## src/rtl/arith_serial_unit_if.sv

```systemverilog
// Handshake and operand/result bundle for arith_serial_unit.
// master drives requests (ALU control side), slave is the serial engine.
interface arith_serial_unit_if #(
    parameter int unsigned WIDTH = 8
);
    logic             start;
    logic [WIDTH-1:0] a;
    logic [WIDTH-1:0] b;
    logic             cin;
    logic [1:0]       sel;
    logic             busy;
    logic             done;
    logic [WIDTH-1:0] d;
    logic             cout;
    logic             ovf;
    logic             zero;

    modport master (
        output start, a, b, cin, sel,
        input  busy, done, d, cout, ovf, zero
    );

    modport slave (
        input  start, a, b, cin, sel,
        output busy, done, d, cout, ovf, zero
    );
endinterface

```

## src/rtl/arith_serial_unit.sv

```systemverilog
// Digit-serial adder/subtractor: WIDTH-bit A op B, DIGIT bits per clock, start/done handshake.
// Optional ARITH_SAT_EN: saturate d to the signed limit on overflow.
module arith_serial_unit #(
    parameter int unsigned WIDTH = 8,
    parameter int unsigned DIGIT = 2
) (
    input logic                clk,
    input logic                rst,
    arith_serial_unit_if.slave bus
);
    localparam int unsigned K  = WIDTH / DIGIT;
    localparam int unsigned CW = (K > 1) ? $clog2(K) : 1;

    if (WIDTH < 2 || DIGIT == 0 || (WIDTH % DIGIT) != 0) begin : g_bad_cfg
        $error("arith_serial_unit: WIDTH must be >= 2 and a multiple of DIGIT");
    end

    typedef enum logic [0:0] {StIdle, StRun} state_e;

    state_e           state_q;
    logic [WIDTH-1:0] a_sr_q, b_sr_q, res_sr_q, d_q;
    logic             carry_q, busy_q, done_q, cout_q, ovf_q, zero_q;
    logic [CW-1:0]    cnt_q;

    logic [WIDTH-1:0]       b_sel;
    logic [DIGIT-1:0]       sum;
    logic                   c_msb_in, c_out;
    logic [WIDTH+DIGIT-1:0] res_cat;
    logic [WIDTH-1:0]       res_next, fin_d;
    logic                   fin_ovf, last;

    always_comb begin
        case (bus.sel)
            2'b00:   b_sel = bus.b;
            2'b01:   b_sel = ~bus.b;
            2'b10:   b_sel = '0;
            default: b_sel = '1;
        endcase
    end

    // Ripple through the digit; the carry entering the top bit feeds overflow on the last digit.
    always_comb begin
        logic cy;
        cy       = carry_q;
        sum      = '0;
        c_msb_in = 1'b0;
        for (int i = 0; i < DIGIT; i++) begin
            c_msb_in = cy;
            sum[i]   = a_sr_q[i] ^ b_sr_q[i] ^ cy;
            cy       = (a_sr_q[i] & b_sr_q[i]) | (cy & (a_sr_q[i] ^ b_sr_q[i]));
        end
        c_out = cy;
    end

    assign res_cat  = {sum, res_sr_q};
    assign res_next = res_cat[WIDTH+DIGIT-1:DIGIT];
    assign fin_ovf  = c_msb_in ^ c_out;
    assign last     = (cnt_q == CW'(K - 1));

`ifdef ARITH_SAT_EN
    logic a_msb_q;

    always_ff @(posedge clk or posedge rst) begin
        if (rst) begin
            a_msb_q <= 1'b0;
        end else if (state_q == StIdle && bus.start) begin
            a_msb_q <= bus.a[WIDTH-1];
        end
    end

    always_comb begin
        if (fin_ovf) begin
            fin_d = a_msb_q ? {1'b1, {(WIDTH-1){1'b0}}} : {1'b0, {(WIDTH-1){1'b1}}};
        end else begin
            fin_d = res_next;
        end
    end
`else
    assign fin_d = res_next;
`endif

    always_ff @(posedge clk or posedge rst) begin
        if (rst) begin
            state_q  <= StIdle;
            a_sr_q   <= '0;
            b_sr_q   <= '0;
            res_sr_q <= '0;
            carry_q  <= 1'b0;
            cnt_q    <= '0;
            busy_q   <= 1'b0;
            done_q   <= 1'b0;
            d_q      <= '0;
            cout_q   <= 1'b0;
            ovf_q    <= 1'b0;
            zero_q   <= 1'b0;
        end else begin
            done_q <= 1'b0;
            case (state_q)
                StIdle: begin
                    if (bus.start) begin
                        a_sr_q   <= bus.a;
                        b_sr_q   <= b_sel;
                        carry_q  <= bus.cin;
                        res_sr_q <= '0;
                        cnt_q    <= '0;
                        busy_q   <= 1'b1;
                        state_q  <= StRun;
                    end
                end
                default: begin
                    a_sr_q   <= a_sr_q >> DIGIT;
                    b_sr_q   <= b_sr_q >> DIGIT;
                    carry_q  <= c_out;
                    res_sr_q <= res_next;
                    cnt_q    <= cnt_q + 1'b1;
                    if (last) begin
                        state_q <= StIdle;
                        busy_q  <= 1'b0;
                        done_q  <= 1'b1;
                        d_q     <= fin_d;
                        cout_q  <= c_out;
                        ovf_q   <= fin_ovf;
                        zero_q  <= (fin_d == '0);
                    end
                end
            endcase
        end
    end

    assign bus.busy = busy_q;
    assign bus.done = done_q;
    assign bus.d    = d_q;
    assign bus.cout = cout_q;
    assign bus.ovf  = ovf_q;
    assign bus.zero = zero_q;
endmodule

```

## src/flat_wrapper.sv

```systemverilog
// flat-port wrapper written by rule: the top's interface ports become plain ports
module arith_serial_unit_flat 
#(
    parameter int unsigned WIDTH = 8,
    parameter int unsigned DIGIT = 2
)
  (clk, rst, bus_start, bus_a, bus_b, bus_cin, bus_sel, bus_busy, bus_done, bus_d, bus_cout, bus_ovf, bus_zero);
  arith_serial_unit_if #(.WIDTH(WIDTH)) bus_i ();
  input logic clk;
  input logic rst;
  input wire logic [$bits(bus_i.start)-1:0] bus_start;
  input wire logic [$bits(bus_i.a)-1:0] bus_a;
  input wire logic [$bits(bus_i.b)-1:0] bus_b;
  input wire logic [$bits(bus_i.cin)-1:0] bus_cin;
  input wire logic [$bits(bus_i.sel)-1:0] bus_sel;
  output wire logic [$bits(bus_i.busy)-1:0] bus_busy;
  output wire logic [$bits(bus_i.done)-1:0] bus_done;
  output wire logic [$bits(bus_i.d)-1:0] bus_d;
  output wire logic [$bits(bus_i.cout)-1:0] bus_cout;
  output wire logic [$bits(bus_i.ovf)-1:0] bus_ovf;
  output wire logic [$bits(bus_i.zero)-1:0] bus_zero;
  assign bus_i.start = bus_start;
  assign bus_i.a = bus_a;
  assign bus_i.b = bus_b;
  assign bus_i.cin = bus_cin;
  assign bus_i.sel = bus_sel;
  assign bus_busy = bus_i.busy;
  assign bus_done = bus_i.done;
  assign bus_d = bus_i.d;
  assign bus_cout = bus_i.cout;
  assign bus_ovf = bus_i.ovf;
  assign bus_zero = bus_i.zero;
  arith_serial_unit #(.WIDTH(WIDTH), .DIGIT(DIGIT)) u_core (.clk(clk), .rst(rst), .bus(bus_i));
endmodule
```

## config.mk

```make
export PLATFORM = sky130hd
export DESIGN_NAME = arith_serial_unit_flat
export DESIGN_NICKNAME = d
export VERILOG_FILES = /design/src/rtl/arith_serial_unit_if.sv /design/src/rtl/arith_serial_unit.sv /design/src/flat_wrapper.sv
export SDC_FILE = /design/constraint.sdc
export NUM_CORES = 1
export LEC_CHECK = 0
export ABC_AREA = 1
export CORE_MARGIN = 2
export CORE_UTILIZATION = 48
export CTS_BUF_LIST = sky130_fd_sc_hd__clkbuf_8
export CTS_CLUSTER_DIAMETER = 80
export DETAILED_ROUTE_END_ITERATION = 12
export PLACE_DENSITY = 0.78
export SLEW_MARGIN = 20
export SYNTH_ARGS = -nofsm -noshare
export SYNTH_HDL_FRONTEND = slang
export SYNTH_SLANG_ARGS = --single-unit
```

## constraint.sdc

```tcl
create_clock -name clk -period 1.5 [get_ports clk]
set_input_delay 0.3 -clock clk [delete_from_list [all_inputs] [get_ports clk]]
set_output_delay 0.3 -clock clk [all_outputs]
set_load 0.005 [all_outputs]
```

==> summary.txt, run 1 <==
Power
  • Lkg Pwr: 1.14 nW
  • Pwr per Cell Area: 1790 mW/mm^2
  • Peak VDD IR: 0.000906 V
  • Power, Total: 4.17 mW

Final layout
  • Footprint of the multi-input gates: 653 sq um
  • Fill cells: 288
  • P&R area growth vs syn: 32.4%
  • Storage element area: 976 sq um
  • Layout cell share with drive strength beyond 1: 12.3%
  • Nets: 267
  • Util after Layout: 68.0%
  • Finished Cell Area: 0.00232 sq mm
  • Ant diodes: 0
  • Finished Layout Cells: 289

Status
  • Outcome: finished, violations left
  • Violated checks: negative setup slack

Logic synthesis
  • Synthesized area: 0.00176 sq mm
  • Yosys cell types: 23
  • Area contributors post-synth: dfrtp_1 56%, nand2_1 14%, nor2_1 4.3%, a22oi_1 3.4%, inv_1 3.2%
  • Net Count, Synth: 220
  • Synth top cells by count: 67 x nand2_1, 39 x dfrtp_1, 20 x nor2_1
  • Cells after Synth: 195
  • Top cell type by total area after synthesis: dfrtp_1
  • Top cell type's share of synthesized area: 55.6%
  • Syn_area_per_cell: 9.00 sq um
  • Sequential fraction of the synthesis area: 55.6%
  • Most instantiated library cell after synthesis: nand2_1
  • Yosys reg bits: 39
  • Ys flop type: dfrtp_1
  • FFs w/ async S/R, synth: 100%
  • Synth warn: 0
  • EDFF count, synth: 0

STA
  • Final Hold Fails: 0
  • Setup WS post-layout: -0.165 ns
  • RSZ-0062 raised after global routing: true
  • Setup TNS Final: -0.575 ns
  • Final clock skew: 0.00806 ns
  • Period utilisation layout: 111%
  • Post-layout min period: 1.67 ns
  • Final Slew Violations: 0
  • Final setup violation count: 6
  • Slew at the pin closest to its max-slew limit: 0.334 ns
  • Worst slew margin: 77.7%
  • Worst hold margin: 0.360 ns
  • Max Clock Freq: 0.601 GHz

Global routing
  • GRT overflow: 0
  • First-pass GRT wire length: 5730 um
  • Largest net degree at the start of global routing: 40
  • Initial antenna violation count: 0
  • Overall Global Routing Usage: 17.6%
  • Vias in the first global route: 1377

Routing
  • Vias: 1421
  • Post-route DRC: 0
  • Initial drt markers: 64
  • WL final: 3160 um
  • Post-route antenna net violation count: 0
  • Routed vias/inst: 4.92
  • Wire per inst: 10.9 um
  • TritonRoute pass-1 iters: 5

Clock network
  • Clk_lat worst skew: 0.28 ns
  • H-tree levels: 2
  • Num CTS Buffers: 5
  • CTS tree: built
  • Root Driver: clkbuf_8
  • Clock Sink Count: 39
  • Worst-path clk slew: 0.08 ns
  • Hold_buf cts: 0
  • Clock buffer depth: 2

Critical path
  • Required @ worst endpoint: 1.72 ns
  • CP arrival: 1.89 ns
  • Crit path max fanout: 2
  • Slowest CP cell: fa_1
  • Critical path, cell by cell: inv_2 > fa_2 > fa_1 > nand2_1 > nor2_1 > nand3_1 > nand2_1
  • Setup CP Type: reg -> reg
  • Most frequent CP cell: nand2_1
  • Endpoint class of the critical path: flop
  • Startpoint type of the worst setup path: flop
  • Crit-path max cell delay: 0.51 ns

Floorplan
  • Die area: 0.00416 sq mm
  • Io pins: 35
  • CORE AREA: 0.00342 sq mm
  • Die width: 64.5 um
  • Row Count: 21
  • Die Ht: 64.5 um
  • Initial core utilization: 51.4%

Placed design
  • Placed Cells: 278
  • Place WS: -0.160 ns
  • GP Congestion: 0.778
  • Dpl hpwl: 2310 um
  • I/O Buffers: 34
  • DP Area: 0.00218 sq mm

Worst hold path
  • Worst min path class: in -> async

Run
  • Max-cap violations: 0
critical path, delay by kind of cell (launching register included):
family	cells	cell delay, ns
adder cells (fa/ha/maj)	2	0.91
AND/OR/NAND/NOR	4	0.28
buffers and inverters	1	0.05
flip-flops	1	0.37
where the power goes:
group,switching (mW),internal (mW)
clock network,0.343,0.538
registers,0.215,1.46
logic,0.767,0.845
total,1.33,2.84
kinds of logic after synthesis:
logic type | count (synthesis) | synth area share, %
buf+inv | 24 | 7.34
simple gates | 100 | 23.2
compound gates | 28 | 10.4
fa+ha+maj | 3 | 2.99
flops | 39 | 55.6
xor+xnor | 1 | 0.499
flip-flops by register name (all words and copies together) (netlist names):
name             count
u_core.a_sr_q        8
u_core.b_sr_q        8
u_core.bus.busy      1
u_core.bus.cout      1
u_core.bus.d         8
u_core.bus.done      1
u_core.bus.ovf       1
u_core.bus.zero      1
u_core.carry_q       1
u_core.cnt_q         2
u_core.res_sr_q      6
u_core.state_q       1
final timing paths:
kind,endpoint,cells after the start,slack [ns],start
min,u_core.bus.cout,3,0.36,rst
max in group asynchronous,u_core.a_sr_q[4],3,0.95,rst
min in group clk,u_core.bus.d[6],2,0.48,u_core.bus.d[6]
max,u_core.bus.zero,7,-0.17,u_core.carry_q
max reg2reg,u_core.bus.zero,7,-0.17,u_core.carry_q
min reg2reg,u_core.bus.d[6],2,0.48,u_core.bus.d[6]
final cells by class:
cell class	instances	area share (%)
Tap cell	46	2.48
Clock inverter	2	1.51
Multi-Input combinational cell	132	28.1
Sequential cell	39	42.0
Timing Repair Buffer	47	19.4
Inverter	17	2.96
Clock buffer	6	3.55
layout by cell type, fill, tap and decap left out, types with 2 or more instances in the layout:
cell / netlist / final
nand3_1: 9 / 9
o211ai_1: 2 / 2
nand2_1: 67 / 67
o21ai_1: 2 / 3
clkbuf_8: 0 / 6
dfrtp_1: 39 / 39
inv_1: 15 / 14
o21ai_0: 9 / 8
clkdlybuf4s50_1: 0 / 34
nor2_1: 20 / 20
buf_4: 0 / 12
inv_2: 1 / 2
o22ai_1: 5 / 5
a22oi_1: 8 / 8
routing by layer:
layer  part of all wire [%]  vias up  GRT usage [%]
met1                     45      655           22.3
met4                   0.66        0           4.79
met2                     49       41           30.1
met5                      0        -              0
li1                       -      721              -
met3                    5.5        4           4.51
what timing repair did:
item / 4_1_cts / 5_1_grt
cloned: 0 / 0
gates resized for setup: 2 / 0
setup buffers: 2 / 1
pin swaps: 2 / 0
endpoints found under the setup margin: 6 / 6
No activity file was read; power rests on OpenSTA's default activity.
==> run 2: changes to the inputs <==
- CORE_UTILIZATION: 48 -> 50
- clock period: 1.5 -> 1.9 ns (I/O delays scaled with it)
==> summary.txt, run 2 (synthesis results as in run 1) <==
Status
  • Outcome: finished clean

Clock network
  • Clock buffer depth: 2 (unchanged)
  • Clk_lat worst skew: 0.29 ns (about the same)
  • H-tree levels: 2 (unchanged)
  • Hold_buf cts: 0 (unchanged)
  • Root Driver: clkbuf_8
  • Num CTS Buffers: 5 (unchanged)
  • Post_cts resized: 0 (-2)
  • CTS tree: built
  • Clock Sink Count: 39 (unchanged)
  • Post-CTS Setup Repair Bufs: 0 (-2)
  • Worst-path clk slew: 0.07 ns (about the same)

Floorplan
  • CORE AREA: 0.00336 sq mm (-1.5%)
  • Initial core utilization: 52.2% (+0.80 points)
  • Die width: 63.3 um (-1.9%)
  • Row Count: 21 (unchanged)
  • Io pins: 35 (unchanged)
  • Die Ht: 63.3 um (-1.9%)
  • Die area: 0.00400 sq mm (-3.8%)

STA
  • Setup TNS Final: 0 ns (+0.575 ns)
  • Final Slew Violations: 0 (unchanged)
  • Worst slew margin: 57.9% (-20 points)
  • Final clock skew: 0.00509 ns (-0.00297 ns)
  • Max Clock Freq: 0.558 GHz (-7.0%)
  • Period utilisation layout: 94.3% (-17 points)
  • RSZ-0062 raised after global routing: false
  • Final setup violation count: 0 (-6)
  • Setup WS post-layout: 0.109 ns (+0.274 ns)
  • Final Hold Fails: 0 (unchanged)
  • Post-layout min period: 1.79 ns (+0.126 ns)
  • Slew at the pin closest to its max-slew limit: 0.632 ns (+0.298 ns)

Critical path
  • Setup CP Type: reg -> reg
  • Endpoint class of the critical path: flop
  • R2R Path Start: u_core.b_sr_q[0]
  • CP arrival: 2.02 ns (+0.13 ns)
  • Critical R2R Capture: u_core.bus.zero
  • Required @ worst endpoint: 2.13 ns (+0.41 ns)
  • Startpoint type of the worst setup path: flop
  • R2R Setup Slk: 0.11 ns (+0.27 ns)
  • Worst r2r path cells: 7 (unchanged)
  • Crit path max fanout: 3 (+1)
  • Critical Path Sink: u_core.bus.zero
  • Setup crit start: u_core.b_sr_q[0]

Global routing
  • GRT overflow: 0 (unchanged)
  • Initial antenna violation count: 0 (unchanged)
  • Largest net degree at the start of global routing: 40 (unchanged)
  • Vias in the first global route: 1323 (-3.9%)
  • First-pass GRT wire length: 5770 um (+0.61%)
  • Overall Global Routing Usage: 18.6% (+1.0 points)

Final layout
  • Finished Layout Cells: 278 (-3.8%)
  • P&R area growth vs syn: 25.8%
  • Util after Layout: 65.7% (-2.4 points)
  • Commonest non-fill, non-tap cell in the layout: nand2_1
  • Fill cells: 311 (+8.0%)
  • Layout cell share with drive strength beyond 1: 6.90% (-5.4 points)
  • Most frequent cells in the layout: 67 x nand2_1, 39 x dfrtp_1, 34 x clkdlybuf4s50_1, 20 x nor2_1, 16 x inv_1
  • Finished Cell Area: 0.00221 sq mm (-5.0%)
  • Ant diodes: 0 (unchanged)
  • Nets: 256 (-4.1%)

Placed design
  • I/O Buffers: 34 (unchanged)
  • Dpl hpwl: 2200 um (-4.5%)
  • GP Congestion: 0.804 (+3.3%)
  • Place WS: 0.145 ns (+0.305 ns)
  • Placed Cells: 270 (-2.9%)
  • DP Area: 0.00211 sq mm (-3.4%)

Routing
  • TritonRoute pass-1 iters: 4 (-1)
  • Initial drt markers: 84 (+31%)
  • WL final: 3090 um (-2.1%)
  • Wire per inst: 11.1 um (+1.8%)
  • Post-route DRC: 0 (unchanged)
  • Vias: 1362 (-4.2%)
  • Routed vias/inst: 4.90 (-0.36%)
  • Post-route antenna net violation count: 0 (unchanged)

Power
  • Pwr per Cell Area: 1370 mW/mm^2 (-23%)
  • Peak VDD IR: 0.000559 V (-38%)
  • Lkg Pwr: 1.08 nW (-5.5%)

Worst hold path
  • Worst min path class: reg -> reg
  • Hold Crit Depth: 2

Run
  • Max-cap violations: 0 (unchanged)
==> run 2: through the flow <==
stage / total power [mW] / hold slack (ns)
2_1_floorplan: 2.07 / 0.449
3_3_place_gp: 2.42 / 0.466
3_5_place_dp: 2.47 / 0.469
4_1_cts: 3.07 / 0.490
5_1_grt: 3.29 / 0.511
6_report: 3.03 / 0.485
==> run 2: cell type report <==
class                      count  area [sq um]  area share [%]
sequential                    39           976            44.2
clock inverter                 1          3.75           0.170
inverter                      17          68.8            3.12
multi-input combinational    132           651            29.5
timing repair buffer          36           355            16.1
tap                           46          57.6            2.61
clock buffer                   7          96.3            4.36
==> run 2: critical path: stages (launching register included) <==
cell	delay (ns)
dfrtp_1	0.37
inv_1	0.07
fa_1	0.45
fa_1	0.54
nand2_1	0.06
nor2_1	0.10
nand3_1	0.09
nand2_1	0.07
==> run 2: worst min path at each step <==
stage,startpoint,endpoint,slack [ns]
after floorplan,u_core.a_sr_q[6],u_core.a_sr_q[6],0.45
after global placement,u_core.bus.d[3],u_core.bus.d[3],0.47
after detailed placement,u_core.a_sr_q[6],u_core.a_sr_q[6],0.47
after CTS,u_core.a_sr_q[6],u_core.a_sr_q[6],0.49
after global routing,u_core.bus.d[5],u_core.bus.d[5],0.51
final,u_core.bus.d[5],u_core.bus.d[5],0.49
==> run 2: power by group <==
part | total [mW] | switching [mW] | leakage [nW] | internal, mW
Clock | 0.595 | 0.269 | 0.0557 | 0.325
Sequential | 1.34 | 0.194 | 0.508 | 1.15
Combinational | 1.09 | 0.550 | 0.518 | 0.545
==> run 2: layer usage <==
metal	wire [um]	GRT usage (%)	up-vias
met5	0	0	-
met4	81	9.78	0
met3	153	4.11	8
met2	1450	28.9	37
met1	1410	24.6	618
li1	-	-	699
